<file path="config.mk">
export PLATFORM = sky130hd
export DESIGN_NAME = reg_block_transfer_ctrl
export DESIGN_NICKNAME = d
export VERILOG_FILES = /design/src/rtl/reg_block_transfer_ctrl.sv
export SDC_FILE = /design/constraint.sdc
export NUM_CORES = 1
export LEC_CHECK = 0
export ABC_AREA = 1
export CORE_ASPECT_RATIO = 1.5
export CORE_UTILIZATION = 35
export CTS_CLUSTER_DIAMETER = 120
export DETAILED_ROUTE_END_ITERATION = 8
export PLACE_DENSITY = 0.59
export SETUP_SLACK_MARGIN = 0.15
export SLEW_MARGIN = 20
export SYNTH_ARGS = -nofsm -noshare
export SYNTH_HDL_FRONTEND = slang
export SYNTH_SLANG_ARGS = --single-unit
</file>
<file path="constraint.sdc">
create_clock -name clk -period 17.22 [get_ports clk]
set_input_delay 5.166 -clock clk [delete_from_list [all_inputs] [get_ports clk]]
set_output_delay 5.166 -clock clk [all_outputs]
set_load 0.005 [all_outputs]
</file>
<file path="src/rtl/reg_block_transfer_ctrl.sv">
// Block load/store sequencer: walks a register mask lowest-first and issues one
// data-memory access per selected register, owning RF read port 2 / write port 3.
module reg_block_transfer_ctrl #(
  parameter int N_REGS     = 16,
  parameter int IDX_W      = 4,
  parameter int DATA_W     = 32,
  parameter int WORD_BYTES = 4
) (
  input  logic              clk,
  input  logic              rst,
  input  logic              start,
  input  logic              is_load,
  input  logic              up,
  input  logic [N_REGS-1:0] reg_list,
  input  logic [DATA_W-1:0] base_addr,
  input  logic              mem_ready,
  input  logic [DATA_W-1:0] mem_rdata,
  input  logic [DATA_W-1:0] rf_rd_2,
  output logic [IDX_W-1:0]  rf_a_2,
  output logic [IDX_W-1:0]  rf_a_3,
  output logic              rf_we_3,
  output logic [DATA_W-1:0] rf_wd_3,
  output logic              mem_req,
  output logic              mem_we,
  output logic [DATA_W-1:0] mem_addr,
  output logic [DATA_W-1:0] mem_wdata,
  output logic              busy,
  output logic              done,
  output logic [DATA_W-1:0] final_addr,
  output logic              pc_loaded
);

  typedef enum logic [1:0] {S_IDLE, S_ACCESS, S_DONE} state_t;

  state_t              r_state;
  logic [N_REGS-1:0]   r_list;
  logic                r_is_load;
  logic [DATA_W-1:0]   r_cur_addr;
  logic [DATA_W-1:0]   r_final_addr;
  logic                r_pc_loaded;
  logic                r_busy;
  logic                r_done;

  logic [DATA_W-1:0]   w_count;
  logic [DATA_W-1:0]   w_span;
  logic [N_REGS-1:0]   w_low_bit;
  logic [N_REGS-1:0]   w_list_after;
  logic [IDX_W-1:0]    w_idx;
  logic                w_access;
  logic                w_store;

  always_comb begin
    w_count = '0;
    for (int i = 0; i < N_REGS; i++) begin
      w_count = w_count + DATA_W'(reg_list[i]);
    end
  end

  assign w_span = w_count * DATA_W'(WORD_BYTES);

  // Isolate the lowest remaining register; the list always drains in ascending order.
  assign w_low_bit    = r_list & (~r_list + N_REGS'(1));
  assign w_list_after = r_list & ~w_low_bit;

  always_comb begin
    w_idx = '0;
    for (int i = N_REGS - 1; i >= 0; i--) begin
      if (r_list[i]) begin
        w_idx = IDX_W'(i);
      end
    end
  end

  // Direction only matters for the start/final addresses, so 'up' is consumed at accept.
  always_ff @(posedge clk) begin
    if (rst) begin
      r_state      <= S_IDLE;
      r_list       <= '0;
      r_is_load    <= 1'b0;
      r_cur_addr   <= '0;
      r_final_addr <= '0;
      r_pc_loaded  <= 1'b0;
      r_busy       <= 1'b0;
      r_done       <= 1'b0;
    end else begin
      case (r_state)
        S_IDLE: begin
          if (start) begin
            r_list       <= reg_list;
            r_is_load    <= is_load;
            r_pc_loaded  <= is_load & reg_list[N_REGS-1];
            r_cur_addr   <= up ? base_addr : base_addr - w_span;
            r_final_addr <= up ? base_addr + w_span : base_addr - w_span;
            if (w_count == '0) begin
              r_state <= S_DONE;
              r_done  <= 1'b1;
            end else begin
              r_state <= S_ACCESS;
              r_busy  <= 1'b1;
            end
          end
        end
        S_ACCESS: begin
          if (mem_ready) begin
            r_list     <= w_list_after;
            r_cur_addr <= r_cur_addr + DATA_W'(WORD_BYTES);
            if (w_list_after == '0) begin
              r_state <= S_DONE;
              r_busy  <= 1'b0;
              r_done  <= 1'b1;
            end
          end
        end
        S_DONE: begin
          r_state <= S_IDLE;
          r_done  <= 1'b0;
        end
        default: begin
          r_state <= S_IDLE;
          r_busy  <= 1'b0;
          r_done  <= 1'b0;
        end
      endcase
    end
  end

  // Strobes are masked by rst so nothing reaches memory or the RF in a reset cycle.
  assign w_access = (r_state == S_ACCESS) & ~rst;
  assign w_store  = w_access & ~r_is_load;

  assign mem_req    = w_access;
  assign mem_we     = w_store;
  assign mem_addr   = w_access ? r_cur_addr : '0;
  assign rf_a_2     = w_store ? w_idx : '0;
  assign mem_wdata  = w_store ? rf_rd_2 : '0;
  assign rf_we_3    = w_access & r_is_load & mem_ready;
  assign rf_a_3     = rf_we_3 ? w_idx : '0;
  assign rf_wd_3    = rf_we_3 ? mem_rdata : '0;
  assign busy       = r_busy;
  assign done       = r_done;
  assign final_addr = r_final_addr;
  assign pc_loaded  = r_done & r_pc_loaded;

endmodule

</file>
# Word-level counts from Yosys, hierarchy flattened
# Index checks and enable logic that the tools add are counted.
[op_classes]
add_sub_neg = 19
n_mul = 0
div = 0
n_lt_le_gt_ge = 0
n_eq_ne = 7
shift = 0
n_mux = 44
n_bitwise = 13
n_reduce_logical = 9
[ops]
columns = ["operator", "count"]
rows = [
  ["32-bit two-way mux", 7],
  ["4-bit two-way mux", 18],
  ["32-bit one-hot mux with 2 select lines", 1],
  ["32-bit by 18-bit adder with 32-bit output", 1],
  ["32-bit by 3-bit adder with 32-bit output (second input constant)", 1],
  ["16-bit bitwise AND", 2],
  ["32-bit zero test", 1],
  ["16-bit two-way mux", 2],
  ["16-bit NOT", 2],
  ["16-bit one-hot mux with 2 select lines", 1],
  ["32-bit by 18-bit subtractor with 32-bit output", 1],
  ["15-bit by 1-bit adder with 16-bit output", 1],
  ["16-bit by 1-bit adder with 16-bit output (second input constant)", 1],
  ["16-bit zero test", 1],
  ["14-bit by 1-bit adder with 15-bit output", 1],
  ["13-bit by 1-bit adder with 14-bit output", 1],
  ["12-bit by 1-bit adder with 13-bit output", 1],
  ["11-bit by 1-bit adder with 12-bit output", 1],
  ["10-bit by 1-bit adder with 11-bit output", 1],
  ["9-bit by 1-bit adder with 10-bit output", 1],
  ["2-bit != test (second input constant)", 5],
  ["8-bit by 1-bit adder with 9-bit output", 1],
  ["7-bit by 1-bit adder with 8-bit output", 1],
  ["1-bit two-way mux", 8],
  ["other kinds (20)", 31],
]
[word_totals]
register_bits = 86
latch_bits = 0
ramBits = 0
rom_bits = 0
input_bits = 118
output_inout_bits = 142
n_memories = 0

# Longest topological paths before layout
[logic_depth]
word_depth = 19
mapped_depth = 28
ltp_nobuf = 27

# Worst setup path before layout
# Ideal clock, no wire load.
[synth_path]
kind = "input -> output"
startpoint = "input rst"
endpoint = "output mem_wdata[10]"
arrival_time_ns = 5.932
required_ns = 12.054
slack_ns = 6.122
cell_stages = 6
n_path_buf = 1
path_cell_list = "nor2_2 inv_2 nor2_1 inv_2 buf_2 nor2_1"
[synth_via]
elab_chain_cells = 4
[synth_lines]
columns = ["item", "line", "rtl"]
rows = [
  ["start: declaration", "10", "input logic rst,"],
  ["1-bit NOT", "128", "assign w_access = (r_state == S_ACCESS) & ~rst;"],
  ["1-bit bitwise AND", "128", ""],
  ["1-bit bitwise AND", "129", "assign w_store = w_access & ~r_is_load;"],
  ["via mem_we", "24", "output logic mem_we,"],
  ["32-bit two-way mux", "135", "assign mem_wdata = w_store ? rf_rd_2 : '0;"],
  ["end: declaration", "26", "output logic [DATA_W-1:0] mem_wdata,"],
]
# The timed path passes the listed nets, and every way through them passes these cells.

# Worst setup path after layout
[layout_path]
startpoint = "input rst"
endpoint = "output rf_a_2[1]"
[layout_via]
elab_chain_cells = 4
[layout_lines]
columns = ["item", "line", "rtl"]
rows = [
  ["1-bit NOT", "128", ""],
  ["1-bit bitwise AND", "128", ""],
  ["1-bit bitwise AND", "129", ""],
  ["4-bit two-way mux", "134", "assign rf_a_2 = w_store ? w_idx : '0;"],
  ["end: declaration", "19", "output logic [IDX_W-1:0] rf_a_2,"],
]
# No other way between the ends.

==> impl_results.md <==
* Core area at 23,000 um^2
* Area contributors post-synth: dfxtp_1 21%, nand2_1 14%, inv_1 11%
* Layout area overhead at 36.1%
* Synth top area share at 0.210
* Mapped Area at 8210 um^2
* Cell row count at 68
* Most common cell after layout, fill and taps aside: nand2_1
* Post-route minimum period at 12.92 ns
* Dpl hpwl at 26,100 um
* Drt via density at 5.08
* Register area share after synthesis at 0.210
* CP required at 12.05 ns
* H-Tree Depth at 3
* Fin crit share at 0.750
* Post-synth net total at 1,585
* Relative slew slack at 0.487
* Avg WL per Cell at 17.1 um
* Final hold vios at 0
* Pre-antenna DRT Iters at 4
* Synthesized area per cell at 5.71 um^2
* Tightest Hold Check Type: reg -> reg
* Initial antenna violation count at 1
* Crit-path cells: clkdlybuf4s50_1 > buf_4 > nor2_2 > inv_2 > nor2_1 > inv_2 > nor2_1 > clkdlybuf4s50_1
* Die W at 127 um
* Most frequent cells in the layout: 309 x nand2_1, 259 x clkdlybuf4s50_1, 244 x inv_1
* Worst Max-Slew Pin Slew at 0.768 ns
* Worst Path Buf+Inv at 5
* Ys Warns at 0
* Global-route wire length before repair at 51,000 um
* WP depth at 8
* Gr usage total at 0.277
* RSZ-0062 raised after global routing: no
* Number of flops mapped to enable cells by yosys at 0
* Synth Flop Type: dfxtp_1
* Reg2reg path depth at 9
* Pwr Total at 0.00146 W
* Setup TNS at 0 ns
* Hold buffers post-CTS at 0
* Initial Utilization at 0.357
* Simple logic cell fraction of the synthesized area at 0.400
* Post-Synthesis Cells at 1,438
* CTS Buf Count at 9
* Fin. max-slew vios at 0
* Setup crit start kind: input port
* Fraction of layout cells with a size suffix above 1 at 0.0470
* # Max-Cap Violations at 0
* Die Height at 190 um
* Flops & latches, synth at 86
* Final net count at 1,802
* Num ports at 260
* Layout Utilization at 0.486
* Post-CTS resize count at 0
* Highest Clock Rate at 77.4 MHz
* Worst path slowest cell: inv_2
* Number of global-route vias before repair at 9,204
* Root buffer selected by CTS: clkbuf_16
* Final RePlAce weighted congestion at 0.952
* CP Capture Type: primary output
* Port Buffers at 259
* Netlist cell types at 47
* Crit path kind: in -> out
* Worst Path Arrival at 7.75 ns
* Synth area leader: dfxtp_1
* Synth Area in Compound Gates at 0.153
* Grt ovf at 0
* Crit-path max FO at 36
* Multiplexer share of the synthesized area at 0
* Final ANT Viol Nets at 0
* Total routed wirelength at 33,100 um
* Clock sink count at 86
* Synth Area in XOR/XNOR at 0.0213
* Largest net degree at the start of global routing at 68
* Starting DRT DRC Count at 604
* Die area at 24,100 um^2
* Antenna Cells at 0
* Peak supply drop at 0.0000941 V
* Crit path max-delay family: buffers and inverters
* TritonCTS clock tree: yes
* Vias at 9,855
* # DRC at 0
* Leakage power at 4.98 nW
* Setup Fix Bufs, Post-CTS at 0
* Synth async-reset ratio at 0
* Clock insertion delay at the later pin of the skew report at 0.36 ns
* Largest family of logic cells by synthesized area: simple AND/OR/NAND/NOR gates
* Max Root-Sink Buffers at 2
* # setup viols final at 0
* Worst Hold Depth at 2
* Clk_skew at 0.0187 ns
* Post-synthesis adder-cell area fraction at 0.0552
* Status: complete, no violations
* Clock transition at path regs at 0.06 ns
* Crit path largest cell delay at 0.48 ns
* Power per Cell Area at 130 nW/um^2
[worst register-to-register path, stage by stage (launching register included)]
cell,delay [ns]
dfxtp_1,0.82
inv_4,0.21
nor2_8,0.59
inv_4,0.33
o21ai_1,0.35
nor2_4,0.05
inv_2,0.40
a21oi_1,0.07
o21ai_0,0.20
a21oi_1,0.06
[layer usage]
metal / vias up / track usage / routed length (um) / share of wire
met5: - / 0 / 0 / 0
met4: 0 / 0.126 / 1370 / 0.041
met1: 4436 / 0.291 / 12300 / 0.37
li1: 4979 / - / - / -
met2: 373 / 0.536 / 17500 / 0.53
met3: 67 / 0.0408 / 1920 / 0.058
[kinds of logic after synthesis]
group | count (synthesis)
adder cells (fa/ha/maj) | 29
XOR/XNOR | 20
AND/OR/NAND/NOR | 751
AO/OA/AOI/OAI | 232
flip-flops | 86
buffers and inverters | 320
[sequential cells by signal, summed over array words and instances (netlist names)]
register / cells
busy: 1
r_cur_addr: 32
r_state: 2
r_pc_loaded: 1
final_addr: 32
done: 1
r_is_load: 1
r_list: 16
[metrics by stage]
stage | instance area (um^2) | hold WS [ns] | std cells | setup WS [ns]
global placement | 10900 | 0.452 | 1924 | 4.35
finish | 11200 | 0.465 | 1940 | 4.30
global route | 11200 | 0.475 | 1940 | 4.03
floorplan | 8210 | 0.445 | 1438 | 6.12
detailed placement | 10900 | 0.455 | 1924 | 4.27
CTS | 11200 | 0.466 | 1940 | 4.26
[final timing paths]
kind / startpoint / slack, ns / end
worst min register to register: final_addr[0] / 0.46 / final_addr[0]
worst max register to register: r_state[0] / 14.00 / r_cur_addr[8]
worst min-delay path: final_addr[0] / 0.46 / final_addr[0]
worst max-delay path: rst / 4.30 / rf_a_2[1]
[final cells by class]
| type | count | area, um^2 |
|---|---|---|
| fill | 2490 | 11800 |
| multi-input combinational | 1032 | 5170 |
| timing repair buffer | 266 | 2650 |
| sequential | 86 | 1720 |
| inverter | 260 | 981 |
| tap | 280 | 350 |
| clock buffer | 12 | 246 |
| clock inverter | 4 | 56.3 |
[cells in the mapped netlist (5+ instances only)]
cell type,n
a21oi_1,88
a31oi_1,7
buf_1,5
buf_2,19
clkbuf_1,23
dfxtp_1,86
fa_1,12
ha_1,17
inv_1,245
inv_2,13
nand2_1,309
nand2_2,7
nand3_1,106
nand3_2,6
nand4_1,33
nor2_1,232
nor2_2,8
nor2_4,6
nor3_1,28
o2111ai_1,5
o211ai_1,12
o21ai_0,97
o21ai_1,11
xor2_1,20
[where the power goes]
part,leakage [nW],total (W),internal [W],switching (W)
Sequential,0.712,0.000363,0.000280,0.0000829
Clock,0.147,0.000208,0.000118,0.0000904
Combinational,4.12,0.000885,0.000327,0.000558
Total,4.98,0.00146,0.000725,0.000731
Power figures use the tool's default switching activity.
